File: src/rtl/dram_pkg.sv
// dram_pkg: shared types, command encodings and address geometry for dram_ctrl.
// Contents: state_t FSM enum, cmd_t command bundle {CSn,RASn,CASn,WEn},
//           ROW_W/COL_W/ADDR_W constants, max3 helper for counter sizing.
package dram_pkg;
  localparam int ROW_W  = 11;
  localparam int COL_W  = 10;
  localparam int ADDR_W = ROW_W + COL_W;

  typedef enum logic [2:0] {
    S_IDLE,
    S_PRE,
    S_ACT,
    S_CMD,
    S_RD_WAIT,
    S_WR_WAIT
  } state_t;

  typedef struct packed {
    logic       csn;
    logic       rasn;
    logic       casn;
    logic [3:0] wen;
  } cmd_t;

  localparam cmd_t CMD_NOP = '{csn: 1'b1, rasn: 1'b1, casn: 1'b1, wen: 4'hF};
  localparam cmd_t CMD_PRE = '{csn: 1'b0, rasn: 1'b0, casn: 1'b1, wen: 4'h0};
  localparam cmd_t CMD_ACT = '{csn: 1'b0, rasn: 1'b0, casn: 1'b1, wen: 4'hF};
  localparam cmd_t CMD_RW  = '{csn: 1'b0, rasn: 1'b1, casn: 1'b0, wen: 4'hF};

  function automatic int max3(input int a, input int b, input int c);
    int m;
    m = (a > b) ? a : b;
    return (m > c) ? m : c;
  endfunction
endpackage

File: src/rtl/dram_wait_cnt.sv
// dram_wait_cnt: loadable down-counter that stops at zero and flags it.
// Ports: clk/rst_n clock and async active-low reset; i_load/i_val reload the
//        count; o_done is high while the count is zero.
module dram_wait_cnt #(
  parameter int W = 3
) (
  input  logic         clk,
  input  logic         rst_n,
  input  logic         i_load,
  input  logic [W-1:0] i_val,
  output logic         o_done
);
  logic [W-1:0] r_cnt;

  always_ff @(posedge clk or negedge rst_n) begin
    if (!rst_n) r_cnt <= '0;
    else if (i_load) r_cnt <= i_val;
    else if (r_cnt != '0) r_cnt <= r_cnt - 1'b1;
  end

  assign o_done = (r_cnt == '0);
endmodule

File: src/rtl/dram_ctrl.sv
// dram_ctrl: single-outstanding-request DRAM controller with an open-row policy.
// Ports: dram_clk/dram_rst_n clock and async active-low reset;
//        req_* request handshake (valid/ready, write, 21-bit word address,
//        data, byte strobes); rsp_valid/rsp_rdata read response pulse;
//        wr_done write completion pulse; DRAM_* command/address/data pins,
//        DRAM_Q/DRAM_valid read data return.
module dram_ctrl
  import dram_pkg::*;
#(
  parameter int T_RCD = 5,
  parameter int T_RP  = 5,
  parameter int T_WR  = 5
) (
  input  logic              dram_clk,
  input  logic              dram_rst_n,
  input  logic              req_valid,
  output logic              req_ready,
  input  logic              req_write,
  input  logic [ADDR_W-1:0] req_addr,
  input  logic [31:0]       req_wdata,
  input  logic [3:0]        req_wstrb,
  output logic              rsp_valid,
  output logic [31:0]       rsp_rdata,
  output logic              wr_done,
  output logic              DRAM_CSn,
  output logic              DRAM_RASn,
  output logic              DRAM_CASn,
  output logic [3:0]        DRAM_WEn,
  output logic [ROW_W-1:0]  DRAM_A,
  output logic [31:0]       DRAM_D,
  input  logic [31:0]       DRAM_Q,
  input  logic              DRAM_valid
);
  localparam int CNT_W = $clog2(max3(T_RP, T_RCD, T_WR) + 1);

  state_t             r_state, w_next;
  logic               r_entry;
  logic               r_row_open;
  logic [ROW_W-1:0]   r_open_row;
  logic               r_write;
  logic [ADDR_W-1:0]  r_addr;
  logic [31:0]        r_wdata;
  logic [3:0]         r_wstrb;
  logic               r_rsp_valid;
  logic [31:0]        r_rsp_rdata;
  logic [31:0]        r_d;
  logic               w_accept;
  logic               w_done;
  logic               w_load;
  logic [CNT_W-1:0]   w_load_val;
  logic [ROW_W-1:0]   w_req_row;
  logic               w_wr_cmd;
  cmd_t               w_cmd;
  logic [ROW_W-1:0]   w_a;

  // Ready is gated by reset so it reads 0 while reset is held.
  assign req_ready = dram_rst_n && (r_state == S_IDLE);
  assign w_accept  = req_valid && req_ready;
  assign w_req_row = req_addr[ADDR_W-1:COL_W];

  // Counter reloads on every state change; a state holding the value N-1 on
  // entry lasts exactly N cycles before done lets it move on.
  assign w_load     = (w_next != r_state);
  assign w_load_val = (w_next == S_PRE)     ? CNT_W'(T_RP - 1)  :
                      (w_next == S_ACT)     ? CNT_W'(T_RCD - 1) :
                      (w_next == S_WR_WAIT) ? CNT_W'(T_WR - 1)  : '0;

  dram_wait_cnt #(.W(CNT_W)) u_wait_cnt (
    .clk    (dram_clk),
    .rst_n  (dram_rst_n),
    .i_load (w_load),
    .i_val  (w_load_val),
    .o_done (w_done)
  );

  always_ff @(posedge dram_clk or negedge dram_rst_n) begin
    if (!dram_rst_n) begin
      r_state <= S_IDLE;
      r_entry <= 1'b0;
    end else begin
      r_state <= w_next;
      r_entry <= w_load;
    end
  end

  always_comb begin
    w_next = r_state;
    case (r_state)
      S_IDLE:    if (w_accept) w_next = (r_row_open && r_open_row == w_req_row) ? S_CMD :
                                         r_row_open ? S_PRE : S_ACT;
      S_PRE:     if (w_done) w_next = S_ACT;
      S_ACT:     if (w_done) w_next = S_CMD;
      S_CMD:     w_next = r_write ? S_WR_WAIT : S_RD_WAIT;
      S_RD_WAIT: if (DRAM_valid) w_next = S_IDLE;
      S_WR_WAIT: if (w_done) w_next = S_IDLE;
      default:   w_next = S_IDLE;
    endcase
  end

  // Commands are issued only in the entry cycle of PRE/ACT; CMD is always one cycle.
  always_comb begin
    w_cmd = CMD_NOP;
    w_a   = '0;
    if (r_entry && r_state == S_PRE) begin
      w_cmd = CMD_PRE;
      w_a   = r_open_row;
    end else if (r_entry && r_state == S_ACT) begin
      w_cmd = CMD_ACT;
      w_a   = r_addr[ADDR_W-1:COL_W];
    end else if (r_state == S_CMD) begin
      w_cmd     = CMD_RW;
      w_cmd.wen = r_write ? ~r_wstrb : 4'hF;
      w_a       = {1'b0, r_addr[COL_W-1:0]};
    end
  end

  assign w_wr_cmd = (r_state == S_CMD) && r_write;
  assign {DRAM_CSn, DRAM_RASn, DRAM_CASn, DRAM_WEn} = w_cmd;
  assign DRAM_A    = w_a;
  assign DRAM_D    = w_wr_cmd ? r_wdata : r_d;
  assign rsp_valid = r_rsp_valid;
  assign rsp_rdata = r_rsp_rdata;
  assign wr_done   = (r_state == S_WR_WAIT) && w_done;

  always_ff @(posedge dram_clk or negedge dram_rst_n) begin
    if (!dram_rst_n) begin
      r_row_open  <= 1'b0;
      r_open_row  <= '0;
      r_write     <= 1'b0;
      r_addr      <= '0;
      r_wdata     <= '0;
      r_wstrb     <= '0;
      r_rsp_valid <= 1'b0;
      r_rsp_rdata <= '0;
      r_d         <= '0;
    end else begin
      if (w_accept) begin
        r_write <= req_write;
        r_addr  <= req_addr;
        r_wdata <= req_wdata;
        r_wstrb <= req_wstrb;
      end
      if (r_entry && r_state == S_PRE) r_row_open <= 1'b0;
      if (r_entry && r_state == S_ACT) begin
        r_row_open <= 1'b1;
        r_open_row <= r_addr[ADDR_W-1:COL_W];
      end
      if (w_wr_cmd) r_d <= r_wdata;
      r_rsp_valid <= (r_state == S_RD_WAIT) && DRAM_valid;
      if (r_state == S_RD_WAIT && DRAM_valid) r_rsp_rdata <= DRAM_Q;
    end
  end
endmodule

File: config.mk
export PLATFORM = sky130hd
export DESIGN_NAME = dram_ctrl
export DESIGN_NICKNAME = d
export VERILOG_FILES = /design/src/rtl/dram_pkg.sv /design/src/rtl/dram_wait_cnt.sv /design/src/rtl/dram_ctrl.sv
export SDC_FILE = /design/constraint.sdc
export NUM_CORES = 1
export LEC_CHECK = 0
export BUFFER_PORTS_ARGS = -buffer_cell sky130_fd_sc_hd__buf_4
export CAP_MARGIN = 20
export CORE_MARGIN = 10
export CORE_UTILIZATION = 50
export CTS_BUF_LIST = sky130_fd_sc_hd__clkbuf_4 sky130_fd_sc_hd__clkbuf_8
export DETAILED_ROUTE_END_ITERATION = 12
export MAX_ROUTING_LAYER = met4
export PLACE_DENSITY = 0.78
export REMOVE_ABC_BUFFERS = 1
export SLEW_MARGIN = 0
export SYNTH_ARGS = -nofsm -noshare
export SYNTH_HDL_FRONTEND = slang
export SYNTH_HIERARCHICAL = 1
export SYNTH_SLANG_ARGS = --single-unit
File: constraint.sdc
create_clock -name dram_clk -period 3 [get_ports dram_clk]
set_input_delay 0 -clock dram_clk [delete_from_list [all_inputs] [get_ports dram_clk]]
set_output_delay 0 -clock dram_clk [all_outputs]
set_load 0.02 [all_outputs]
Word-level counts from Yosys, hierarchy flattened
Cells that the tools add are included.
{"block": "totals", "regBits": 142, "inputBits": 94, "out_inout_bits": 85, "wordCells": 61}
{"block": "op_classes", "addsub": 1, "eq_ne": 10, "mux": 24, "bitwise": 1, "reduce_logical": 13}
{"cell": "2-to-1 mux 32 bit", "n": 1}
{"cell": "2-to-1 mux 3 bit", "n": 10}
{"cell": "2-to-1 mux 11 bit", "n": 2}
{"cell": "2-to-1 mux 7 bit", "n": 3}
{"cell": "one-hot mux 3 bit (6 select lines)", "n": 1}
{"cell": "== test 11 bit", "n": 1}
{"cell": "2-to-1 mux 10 bit", "n": 1}
{"cell": "== test 3 x 2 -> 1 bit, second input constant", "n": 3}
{"cell": "== test 3 bit, second input constant", "n": 3}
{"cell": "logical AND 1 bit", "n": 8}
{"cell": "== test 3 x 1 -> 1 bit, second input constant", "n": 2}
{"cell": "zero test 3 bit", "n": 2}
{"cell": "2-to-1 mux 2 bit", "n": 2}
{"cell": "2-to-1 mux 4 bit", "n": 1}
{"cell": "NOT 4 bit", "n": 1}
{"cell": "nonzero test 2 bit", "n": 2}
{"cell": "2-to-1 mux 1 bit", "n": 3}
{"cell": "!= test 3 bit", "n": 1}
{"cell": "nonzero test 3 bit", "n": 1}
{"cell": "subtractor 3 x 1 -> 3 bit, second input constant", "n": 1}

Longest topological paths before layout
Gate-level depths: netlist of run 1.
{"block": "logic_depth", "ltp_word": 10, "ltp_mapped": 10, "mapped_depth_nobuf": 10}

Hierarchy
The synthesis of run 1 kept the hierarchy.
{"module": "dram_ctrl", "n_inst": 1, "cells_per_inst": 490, "area_per_inst_um2": 5800.6, "seq_area_each_um2": 3478.3}
{"module": "dram_wait_cnt", "n_inst": 1, "cells_per_inst": 21, "area_per_inst_um2": 201.4, "seq_area_each_um2": 75.1}

Worst setup path before layout of run 1
OpenSTA, ideal clock, no wires.
{"block": "synth_timing", "path_type": "register to register", "from": "register r_state[2]", "to": "register u_wait_cnt.r_cnt[1]", "setup_time_ps": 99, "arrival_ps": 2045, "t_required_ps": 2901, "setup_slack_ps": 856, "stages_incl_launch_ff": 9, "path_buffers": 3, "synth_period_minus_slack_ps": 2144, "cell_sequence": "dfrtp_1 -> buf_4 -> nor4b_4 -> nand2_2 -> buf_2 -> buf_2 -> o21ai_0 -> inv_1 -> a311oi_1"}
{"block": "synth_between", "word_cells_on_any_way": 21, "cone_classes": "eq/ne: 8; mux: 9; reduce/logical: 4"}
{"item": "start, declared", "line": "dram_ctrl.sv:36", "source": "state_t r_state, w_next;"}
{"item": "start signal, assigned", "line": "dram_ctrl.sv:81", "source": "r_state <= w_next;"}
{"item": "zero test 3 bit *", "line": "dram_ctrl.sv:57", "source": "assign req_ready = dram_rst_n && (r_state == S_IDLE);"}
{"item": "logical AND 1 bit *", "line": "dram_ctrl.sv:57"}
{"item": "net req_ready", "line": "dram_ctrl.sv:17", "source": "output logic req_ready,"}
{"item": "logical AND 1 bit *", "line": "dram_ctrl.sv:58", "source": "assign w_accept = req_valid && req_ready;"}
{"item": "2-to-1 mux 3 bit *", "line": "dram_ctrl.sv:89", "source": "S_IDLE: if (w_accept) w_next = (r_row_open && r_open_row == w_req_row) ? S_CMD :"}
{"item": "one-hot mux 3 bit (6 select lines) *", "line": "dram_ctrl.sv:88", "source": "case (r_state)"}
{"item": "!= test 3 bit *", "line": "dram_ctrl.sv:63", "source": "assign w_load = (w_next != r_state);"}
{"item": "net w_load", "line": "dram_ctrl.sv:49", "source": "logic w_load;"}
{"item": "2-to-1 mux 3 bit / nonzero test 2 bit (equally long branches)"}
{"item": "end signal, assigned", "line": "dram_wait_cnt.sv:17", "source": "else if (i_load) r_cnt <= i_val;"}
{"item": "end signal, assigned", "line": "dram_wait_cnt.sv:18", "source": "else if (r_cnt != '0) r_cnt <= r_cnt - 1'b1;"}
{"item": "end, declared", "line": "dram_wait_cnt.sv:13", "source": "logic [W-1:0] r_cnt;"}
The timed path passes the listed nets; every way through them passes the cells marked *.
A chain may end at the register's enable or synchronous reset.

Worst setup path in the final report of run 1
{"block": "layout_timing", "from": "register r_state[1]", "to": "output port DRAM_D[2]"}
{"block": "layout_between", "elab_chain_len": 3}
{"item": "== test 3 x 2 -> 1 bit", "line": "dram_ctrl.sv:117", "source": "assign w_wr_cmd = (r_state == S_CMD) && r_write;"}
{"item": "logical AND 1 bit", "line": "dram_ctrl.sv:117"}
{"item": "2-to-1 mux 32 bit", "line": "dram_ctrl.sv:120", "source": "assign DRAM_D = w_wr_cmd ? r_wdata : r_d;"}
{"item": "end, declared", "line": "dram_ctrl.sv:30", "source": "output logic [31:0] DRAM_D,"}
No other way between the ends.

==> results of run 1 <==
==> flip-flops by register name, indices dropped and copies added, names as in the netlist <==
| register | count |
|---|---|
| u_wait_cnt/r_cnt | 3 |
| r_open_row | 11 |
| r_wstrb | 4 |
| r_wdata | 32 |
| rsp_valid | 1 |
| r_row_open | 1 |
| rsp_rdata | 32 |
| r_addr | 21 |
| r_write | 1 |
| r_entry | 1 |
| r_d | 32 |
| r_state | 3 |
==> power by group through the flow <==
stage                     sequential, uW  clock (uW)  combinational, uW
after floorplan                     3420           0               1750
after global placement              3280           0               3160
after detailed placement            3320           0               3270
after CTS                           3300        1490               3380
after global routing                3430        1580               3700
final                               3340        1470               3430
==> repair_timing <==
item	in CTS	in global routing
setup endpoints to repair	0	0
endpoints found under the hold margin	154	0
hold buffers	91	0
==> critical path, cell delays in order, from the launching register on <==
cell and delay (ns):
dfrtp_1 0.59, inv_2 0.12, nor3_4 0.17, buf_4 0.23, and2_4 0.61, mux2_2 0.43
buf_4 0.17
==> cell type report <==
type | instances | area share, %
timing repair buffer | 277 | 26.7
multi-input combinational | 336 | 25.4
sequential | 142 | 41.0
antenna | 1 | 0.0289
inverter | 10 | 0.433
tap | 143 | 2.07
clock buffer | 25 | 3.68
clock inverter | 7 | 0.693
==> final timing paths <==
check                                                start                              end  depth (start not counted)
hold / removal                                   req_valid             r_state[0]$_DFF_PN0_                          4
max in group asynchronous                       dram_rst_n                 r_d[6]$_DFF_PN0_                          4
setup / recovery                      r_state[1]$_DFF_PN0_                        DRAM_D[2]                          6
setup reg to reg           u_wait_cnt/r_cnt[0]$_DFFE_PN0P_  u_wait_cnt/r_cnt[0]$_DFFE_PN0P_                         10
min in group asynchronous                       dram_rst_n                r_entry$_DFF_PN0_                          3
hold reg to reg                     r_wstrb[3]$_DFFE_PN0P_           r_wstrb[3]$_DFFE_PN0P_                          2
==> per-layer routing <==
metal	share of wire, %	up-vias	GRT usage (%)
li1	-	2222	-
met1	42	2393	26.5
met2	48	202	36.2
met3	8.6	26	8.03
met4	1.6	0	7.08
met5	0	-	-
==> placed cells by master, fill, tap and decap left out, types with 3 or more instances in the layout <==
master / instances
nand2_1: 189
buf_4: 185
dfrtp_1: 142
dlygate4sd3_1: 91
mux2_2: 47
mux2_4: 26
clkbuf_8: 21
xor2_1: 11
a22oi_1: 10
inv_1: 8
a21oi_1: 6
clkinv_2: 6
nor2_1: 5
clkbuf_4: 4
nor3_1: 3
mux2_1: 3
nor2b_1: 3
==> cell families (layout without fill, tap and decap cells) <==
group / count (synthesis) / after routing
other: 1 / 3
AOI/OAI and AO/OA: 24 / 24
xor gates and xnor gates: 11 / 11
DFF: 142 / 142
buffers and inverters: 34 / 319
and+or+nand+nor: 220 / 220
muxes: 77 / 77
adders and majority gates: 2 / 2
==> through the flow <==
stage / setup WS [ns] / utilization, % / instances
2_1_floorplan: 0.301 / - / 488
3_3_place_gp: 0.786 / 63.7 / 817
3_5_place_dp: 0.694 / 63.7 / 817
4_1_cts: 0.179 / 74.9 / 940
5_1_grt: 0.0485 / 74.9 / 940
6_report: 0.211 / 74.9 / 941
==> run metrics, run 1 <==
outcome=completed; Slew @ Worst Pin=0.960 ns; post-route ant nets=0; Tcrit/Tclk final=93.0%; Final Power=8240 uW; Adder-Cell Fraction of Synth Area=0.417%; synth unique cells=43; Num CTS Buffers=17; Synth Cell Area=6000 um^2; IO Port Bufs=178; Max Fanout on Critical Path=36; Min Clock Period, post-route=2.79 ns; P_int=5130 uW; area grow syn2layout=44.3%; area leader, netlist=dfrtp_1; WL final=18,500 um; filler cell count=698; Mapped Cells=511; starting density of the core=51.9%; count leader, synth=nand2_1; fmax=0.359 GHz; placed instance area=7370 um^2; Detailed Place HPWL=11,400 um; initial antenna violation count=0; VDD IR-drop max=0.513 mV; Sw Ratio=37.7%; pin count of the biggest net entering global routing=79; initial drt markers=547; cells resized by post-CTS repair=0; routed vias/inst=5.15; number of top-level pins=179; ys async rst share=100%; flop2flop setup slack=0.68 ns; routability cong.=0.890; sequential cell area=3550 um^2; Ys Warns=6; setup TNS=0 ns; synth top area cells=dfrtp_1 (59%), nand2_1 (12%), mux2_2 (8.8%); mux share of post-synthesis cell area=16.1%; die area=16,800 um^2; Worst EP arrival=2.79 ns; Core Rows=39; die outline height=130 um; layout cells sized above 1=37.6%; Max Cap Violations=0; Worst setup SP type=flop; Synth top area share=59.2%; flops & latches, synth=142; Pleak=0.00449 uW; Slew HR=36.0%; fin nets=880; Critical Path RT=3.00 ns; WS Path Type=reg2out; largest family of logic cells by synthesized area=multiplexers; total grt overflow=0; Synth Area in XOR/XNOR=1.61%; post-synthesis compound-gate area fraction=2.77%; Post-synth EDFFs=0; htree depth=4; Gate power share=41.6%; Top FF cell, synth=dfrtp_1; clk_lat worst skew=0.45 ns; CTS tree=yes; Max Transition Viols Final=0; Core Box Area=11,600 um^2; Multi-input gate area=2200 um^2; # setup viols final=0; Post-Synth Simple-Gate Area=15.7%; RSZ-0062 raised after global routing=false; Max Buffers Root-to-Sink=2; Post-Layout Inst Area=8660 um^2; routed vias=4,843; clock share of power=17.9%; crit end category=output pin; clock root cell=clkbuf_8; Commonest cells post-synth=nand2_1 (189), dfrtp_1 (142), mux2_2 (47); vias in the first global route=5,234; all-layer global routing usage=22.7%; Layout Skew=0.0115 ns; Sink Count=142; Hold Crit Class=in2reg; postcts setup bufs=0; DR DRC count=0; Sequential Power Share=40.5%; Die X=130 um; post-synthesis sequential area ratio=59.2%; hold_ws=0.0446 ns; Power per Cell Area=951 nW/um^2; per-cell routed wire length=19.6 um; switching power=3110 uW; Final Hold Fails=0; first-pass GRT wire length=28,800 um; Reg clk slew, reported paths=0.07 ns; syn avg cell area=11.7 um^2; first drt pass iteration count=5
Power figures use the tool's default switching activity.
==> inputs of run 2 (changes only) <==
--- a/config.mk
+++ b/config.mk
@@ -13,6 +13,7 @@
 export DETAILED_ROUTE_END_ITERATION = 12
 export MAX_ROUTING_LAYER = met4
 export PLACE_DENSITY = 0.78
+export RECOVER_POWER = 50
 export REMOVE_ABC_BUFFERS = 1
 export SLEW_MARGIN = 0
 export SYNTH_ARGS = -nofsm -noshare
==> constraint.sdc (replaced) <==
create_clock -name dram_clk -period 3 [get_ports dram_clk]
set_input_delay 0.3 -clock dram_clk [delete_from_list [all_inputs] [get_ports dram_clk]]
set_output_delay 0.3 -clock dram_clk [all_outputs]
set_load 0.02 [all_outputs]
==> run metrics, run 2 (synthesis results as in run 1) <==
outcome=complete, but fails checks; violated checks=capacitance limit, slew limit; filler cell count=935 (+34%); DR DRC count=0 (unchanged); Max Fanout on Critical Path=36 (unchanged); routability cong.=0.834 (-6.3%); final core utilization=65.5% (-9.4 points); Multi-input gate area=2190 um^2 (-0.68%); Gate power share=39.7% (-1.9 points); first-pass GRT wire length=24,500 um (-15%); antenna cells=0 (-1); Slew @ Worst Pin=1.73 ns (+0.770 ns); Final Hold Fails=0 (unchanged); Worst EP arrival=2.48 ns (-0.31 ns); Max Buffers Root-to-Sink=2 (unchanged); post-route ant nets=0 (unchanged); layout cells sized above 1=37.4% (-0.28 points); switching power=2900 uW (-6.7%); area grow syn2layout=26.2%; Core Rows=39 (unchanged); crit end category=output pin; Power per Cell Area=1020 nW/um^2 (+6.9%); # setup viols final=0 (unchanged); total grt overflow=0 (unchanged); Reg clk slew, reported paths=0.07 ns (about the same); Num CTS Buffers=17 (unchanged); initial drt markers=279 (-49%); postcts setup bufs=0 (unchanged); VDD IR-drop max=0.486 mV (-5.3%); die outline height=130 um (unchanged); clk_lat worst skew=0.44 ns (about the same); Tcrit/Tclk final=92.5% (-0.44 points); Sequential Power Share=42.5% (+2.0 points); Max Transition Viols Final=72 (+72); starting density of the core=51.9% (unchanged); die area=16,800 um^2 (unchanged); Max Cap Violations=1 (+1); Sw Ratio=37.6% (-0.096 points); Critical Path RT=2.70 ns (-0.30 ns); most frequent cells in the layout=nand2_1 (189), buf_4 (148), dfrtp_1 (142); all-layer global routing usage=19.5% (-3.2 points); IO Port Bufs=178 (unchanged); vias in the first global route=4,520 (-14%); number of top-level pins=179 (unchanged); per-cell routed wire length=18.4 um (-6.2%); Sink Count=142 (unchanged); Layout Skew=0.00672 ns (-0.00478 ns); P_int=4810 uW (-6.4%); Die X=130 um (unchanged); Core Box Area=11,600 um^2 (unchanged); Post-CTS Hold Buffers=0 (-100%); Worst setup SP type=flop; Slew HR=-15.4% (-51 points); cells resized by post-CTS repair=0 (unchanged); clock share of power=17.8% (about the same); CTS tree=yes; RSZ-0062 raised after global routing=false; setup TNS=0 ns (unchanged); routed vias=4,294 (-11%); first drt pass iteration count=4 (-1); routed vias/inst=5.07 (-1.5%); Hold Crit Class=in2reg; htree depth=4 (unchanged); fin nets=788 (-10%); WS Path Type=reg2out; Min Clock Period, post-route=2.78 ns (-0.0133 ns); Pleak=0.00395 uW (-12%); fmax=0.360 GHz (+0.48%); pin count of the biggest net entering global routing=73 (-7.6%); initial antenna violation count=0 (unchanged); commonest non-fill, non-tap cell in the layout=nand2_1; Detailed Place HPWL=11,500 um (+0.65%); WL final=15,600 um (-16%); flop2flop setup slack=0.49 ns (-0.19 ns); clock root cell=clkbuf_8; sequential cell area=3550 um^2 (unchanged)
==> run 2: changes by cell type in the layout (fill, tap and decap cells not counted), moves of 2 or more <==
cell,delta
buf_4,-37
clkbuf_1,+34
clkbuf_2,+2
clkbuf_8,+2
dlygate4sd3_1,-91
==> run 2: final timing paths <==
check,start,end,cells after the start
worst max-delay path,r_state[1]$_DFF_PN0_,DRAM_D[30],5
worst min-delay path,req_addr[4],r_addr[4]$_DFFE_PN0P_,3
worst max register to register,r_state[2]$_DFF_PN0_,u_wait_cnt/r_cnt[2]$_DFFE_PN0P_,7
worst min register to register,r_addr[5]$_DFFE_PN0P_,r_addr[5]$_DFFE_PN0P_,2
max in group asynchronous,dram_rst_n,r_wdata[11]$_DFFE_PN0P_,3
min in group asynchronous,dram_rst_n,r_entry$_DFF_PN0_,2
==> run 2: area by class of cell <==
cell class	instances	share of cell area [%]
clock buffer	25	4.38
clock inverter	6	0.429
inverter	10	0.495
multi-input combinational	336	28.9
sequential	142	46.9
tap	143	2.36
timing repair buffer	185	16.6
==> run 2: routing by layer <==
metal  global-route usage [%]  up-vias  part of all wire, %
met1                     24.2     2073                   45
met4                     5.49        0                 0.91
met5                        -        -                    0
met3                     7.38       15                  8.7
met2                     29.1      177                   46
li1                         -     2029                    -
==> run 2: metrics by stage <==
| step | hold WS [ns] | area (um^2) | instances | worst slack, ns | total power (uW) |
|---|---|---|---|---|---|
| final | 0.0425 | 7580 | 847 | 0.224 | 7710 |
| after global routing | 0.00721 | 7580 | 847 | 0.0542 | 8230 |
| after CTS | 0.00835 | 7730 | 847 | 0.121 | 7990 |
| after detailed placement | 0.468 | 7360 | 816 | 0.628 | 6590 |
| after global placement | 0.458 | 7360 | 816 | 0.708 | 6430 |
| after floorplan | 0.00441 | 5790 | 488 | 0.301 | 5170 |
==> run 2: power groups by stage <==
| stage | logic [uW] | registers (uW) | clock network [uW] |
|---|---|---|---|
| floorplan | 1750 | 3420 | 0 |
| global placement | 3170 | 3260 | 0 |
| detailed placement | 3280 | 3310 | 0 |
| CTS | 3290 | 3290 | 1420 |
| global route | 3360 | 3380 | 1500 |
| finish | 3060 | 3270 | 1370 |
==> run 2: worst max-delay path, cell delays in order (launching register included) <==
cell and delay, ns:
dfrtp_1 0.53, inv_2 0.11, nor3_4 0.18, and2_4 0.61, mux2_2 0.42, buf_4 0.16
==> inputs of run 3 (changes only) <==
--- a/config.mk
+++ b/config.mk
@@ -14,7 +14,6 @@
 export MAX_ROUTING_LAYER = met4
 export PLACE_DENSITY = 0.78
 export RECOVER_POWER = 50
-export REMOVE_ABC_BUFFERS = 1
 export SLEW_MARGIN = 0
 export SYNTH_ARGS = -nofsm -noshare
 export SYNTH_HDL_FRONTEND = slang
==> run metrics, run 3 (synthesis results as in run 1) <==
VDD IR-drop max=0.656 mV (+35%); first-pass GRT wire length=24,000 um (-2.1%); hold_ws=0.0349 ns (-0.00756 ns); layout cells sized above 1=37.1% (-0.25 points); Max Fanout on Critical Path=36 (unchanged); met2 Resource Use GR=30.8% (+1.7 points); routability cong.=0.866 (+3.9%); CTS tree=yes; GR Util met3=6.04% (-1.3 points); Slew HR=-21.7% (-6.3 points); Reg clk slew, reported paths=0.08 ns (about the same); Sink Count=142 (unchanged); Pleak=0.00397 uW (+0.41%); Critical Path RT=2.70 ns (about the same); routed vias/inst=5.10 (+0.65%); RSZ-0062 raised after global routing=false; antenna cells=0 (unchanged); Detailed Place HPWL=11,100 um (-3.6%); Layout Skew=0.00896 ns (+0.00224 ns); die outline height=130 um (unchanged); met1 usage=21.6% (-2.6 points); # setup viols final=0 (unchanged); Max Cap Violations=3 (+2); Core Box Area=11,600 um^2 (unchanged); filler cell count=905 (-3.2%); Power per Cell Area=1040 nW/um^2 (+1.8%); final core utilization=66.1% (+0.60 points); Tcrit/Tclk final=94.7% (+2.2 points); postcts setup bufs=0 (unchanged); Critical R2R Launch=r_state[0]$_DFF_PN0_; pin count of the biggest net entering global routing=76 (+4.1%); flop2flop setup slack=0.18 ns (-0.31 ns); Slew @ Worst Pin=1.83 ns (+0.0948 ns); clk_lat worst skew=0.45 ns (about the same); Max Buffers Root-to-Sink=2 (unchanged); fmax=0.352 GHz (-2.3%); Die X=130 um (unchanged); crit path from=r_state[1]$_DFF_PN0_; Final Hold Fails=0 (unchanged); WS Path Type=reg2out; Max Transition Viols Final=178 (+150%); htree depth=4 (unchanged); vias in the first global route=4,568 (+1.1%); WL final=15,400 um (-1.6%); Critical Path Sink=DRAM_D[2]; setup TNS=0 ns (unchanged); initial antenna violation count=0 (unchanged); Min Clock Period, post-route=2.84 ns (+0.0654 ns); Worst setup SP type=flop; Worst EP arrival=2.54 ns (+0.06 ns); Core Rows=39 (unchanged); violated checks=capacitance limit, slew limit; all-layer global routing usage=19.0% (-0.46 points); Num CTS Buffers=17 (unchanged); GRT busiest layer=met2; IO Port Bufs=178 (unchanged); Hold Crit Class=in2reg; area grow syn2layout=27.4%; most frequent cells in the layout=nand2_1 (190), buf_4 (148), dfrtp_1 (142); cells resized by post-CTS repair=0 (unchanged); crit end category=output pin; R2R Path End=rsp_rdata[4]$_DFFE_PN0P_; per-cell routed wire length=18.1 um (-1.8%); DR DRC count=0 (unchanged); die area=16,800 um^2 (unchanged); commonest non-fill, non-tap cell in the layout=nand2_1; worst reg2reg path depth=5 (-2); routed vias=4,332 (+0.88%); starting density of the core=51.9% (unchanged); outcome=complete, but fails checks; initial drt markers=403 (+44%); number of top-level pins=179 (unchanged); clock root cell=clkbuf_8; total grt overflow=0 (unchanged); first drt pass iteration count=5 (+1); fin nets=789 (+0.13%); post-route ant nets=0 (unchanged)
==> run 3: changes by cell type in the layout (fill, tap and decap cells not counted), moves of 2 or more <==
cell / change
bufinv_16: +3
clkbuf_4: -3
clkbuf_8: -5
clkinv_4: +3
clkinvlp_4: +2
==> run 3: area by class of cell <==
type	instances	area [um^2]	share of cell area, %
Sequential cell	142	3550	46.5
Multi-Input combinational cell	336	2200	28.7
Timing Repair Buffer	186	1260	16.5
Clock buffer	18	248	3.24
Tap cell	143	179	2.34
Clock inverter	14	168	2.19
Inverter	10	37.5	0.491
==> run 3: critical path, stage by stage, from the launching register on <==
cell and delay [ns]:
dfrtp_1 0.58, inv_2 0.12, nor3_4 0.21, and2_4 0.57, mux2_2 0.42, buf_4 0.16
==> run 3: metal layers <==
metal	vias to the layer above	part of all wire, %
met5	-	0
met4	0	1.9
met3	20	7.2
met2	156	50
met1	2118	41
li1	2038	-
==> run 3: how the worst min path moves through the flow <==
stage / depth (start not counted) / endpoint / slack [ns] / start
2_1_floorplan: 0 / r_addr[0]$_DFFE_PN0P_ / 0.004 / dram_rst_n
3_3_place_gp: 2 / r_addr[4]$_DFFE_PN0P_ / 0.46 / r_addr[4]$_DFFE_PN0P_
3_5_place_dp: 2 / r_wstrb[1]$_DFFE_PN0P_ / 0.46 / r_wstrb[1]$_DFFE_PN0P_
4_1_cts: 3 / r_wdata[4]$_DFFE_PN0P_ / 0.006 / req_wdata[4]
5_1_grt: 3 / r_addr[4]$_DFFE_PN0P_ / 0.008 / req_addr[4]
6_report: 3 / r_wdata[23]$_DFFE_PN0P_ / 0.03 / req_wdata[23]
==> run 3: where the power goes <==
| group | switching, uW | leakage [uW] | internal (uW) |
|---|---|---|---|
| registers | 515 | 0.00179 | 2770 |
| clock network | 739 | 0.000205 | 843 |
| logic | 1720 | 0.00197 | 1340 |
| total | 2970 | 0.00397 | 4940 |
==> run 3: timing repair <==
item,in CTS,in global routing
endpoints found under the setup margin,0,0
hold buffers,0,1
endpoints found under the hold margin,0,1
==> run 3: metrics by stage <==
step           cells  setup WS, ns  cell area [um^2]  total power, uW
2_1_floorplan    512         0.856              6010             5270
3_3_place_gp     816         0.732              7360             6400
3_5_place_dp     816         0.631              7360             6560
4_1_cts          848         0.124              7780             8170
5_1_grt          849        0.0372              7640             8430
6_report         849         0.159              7640             7910
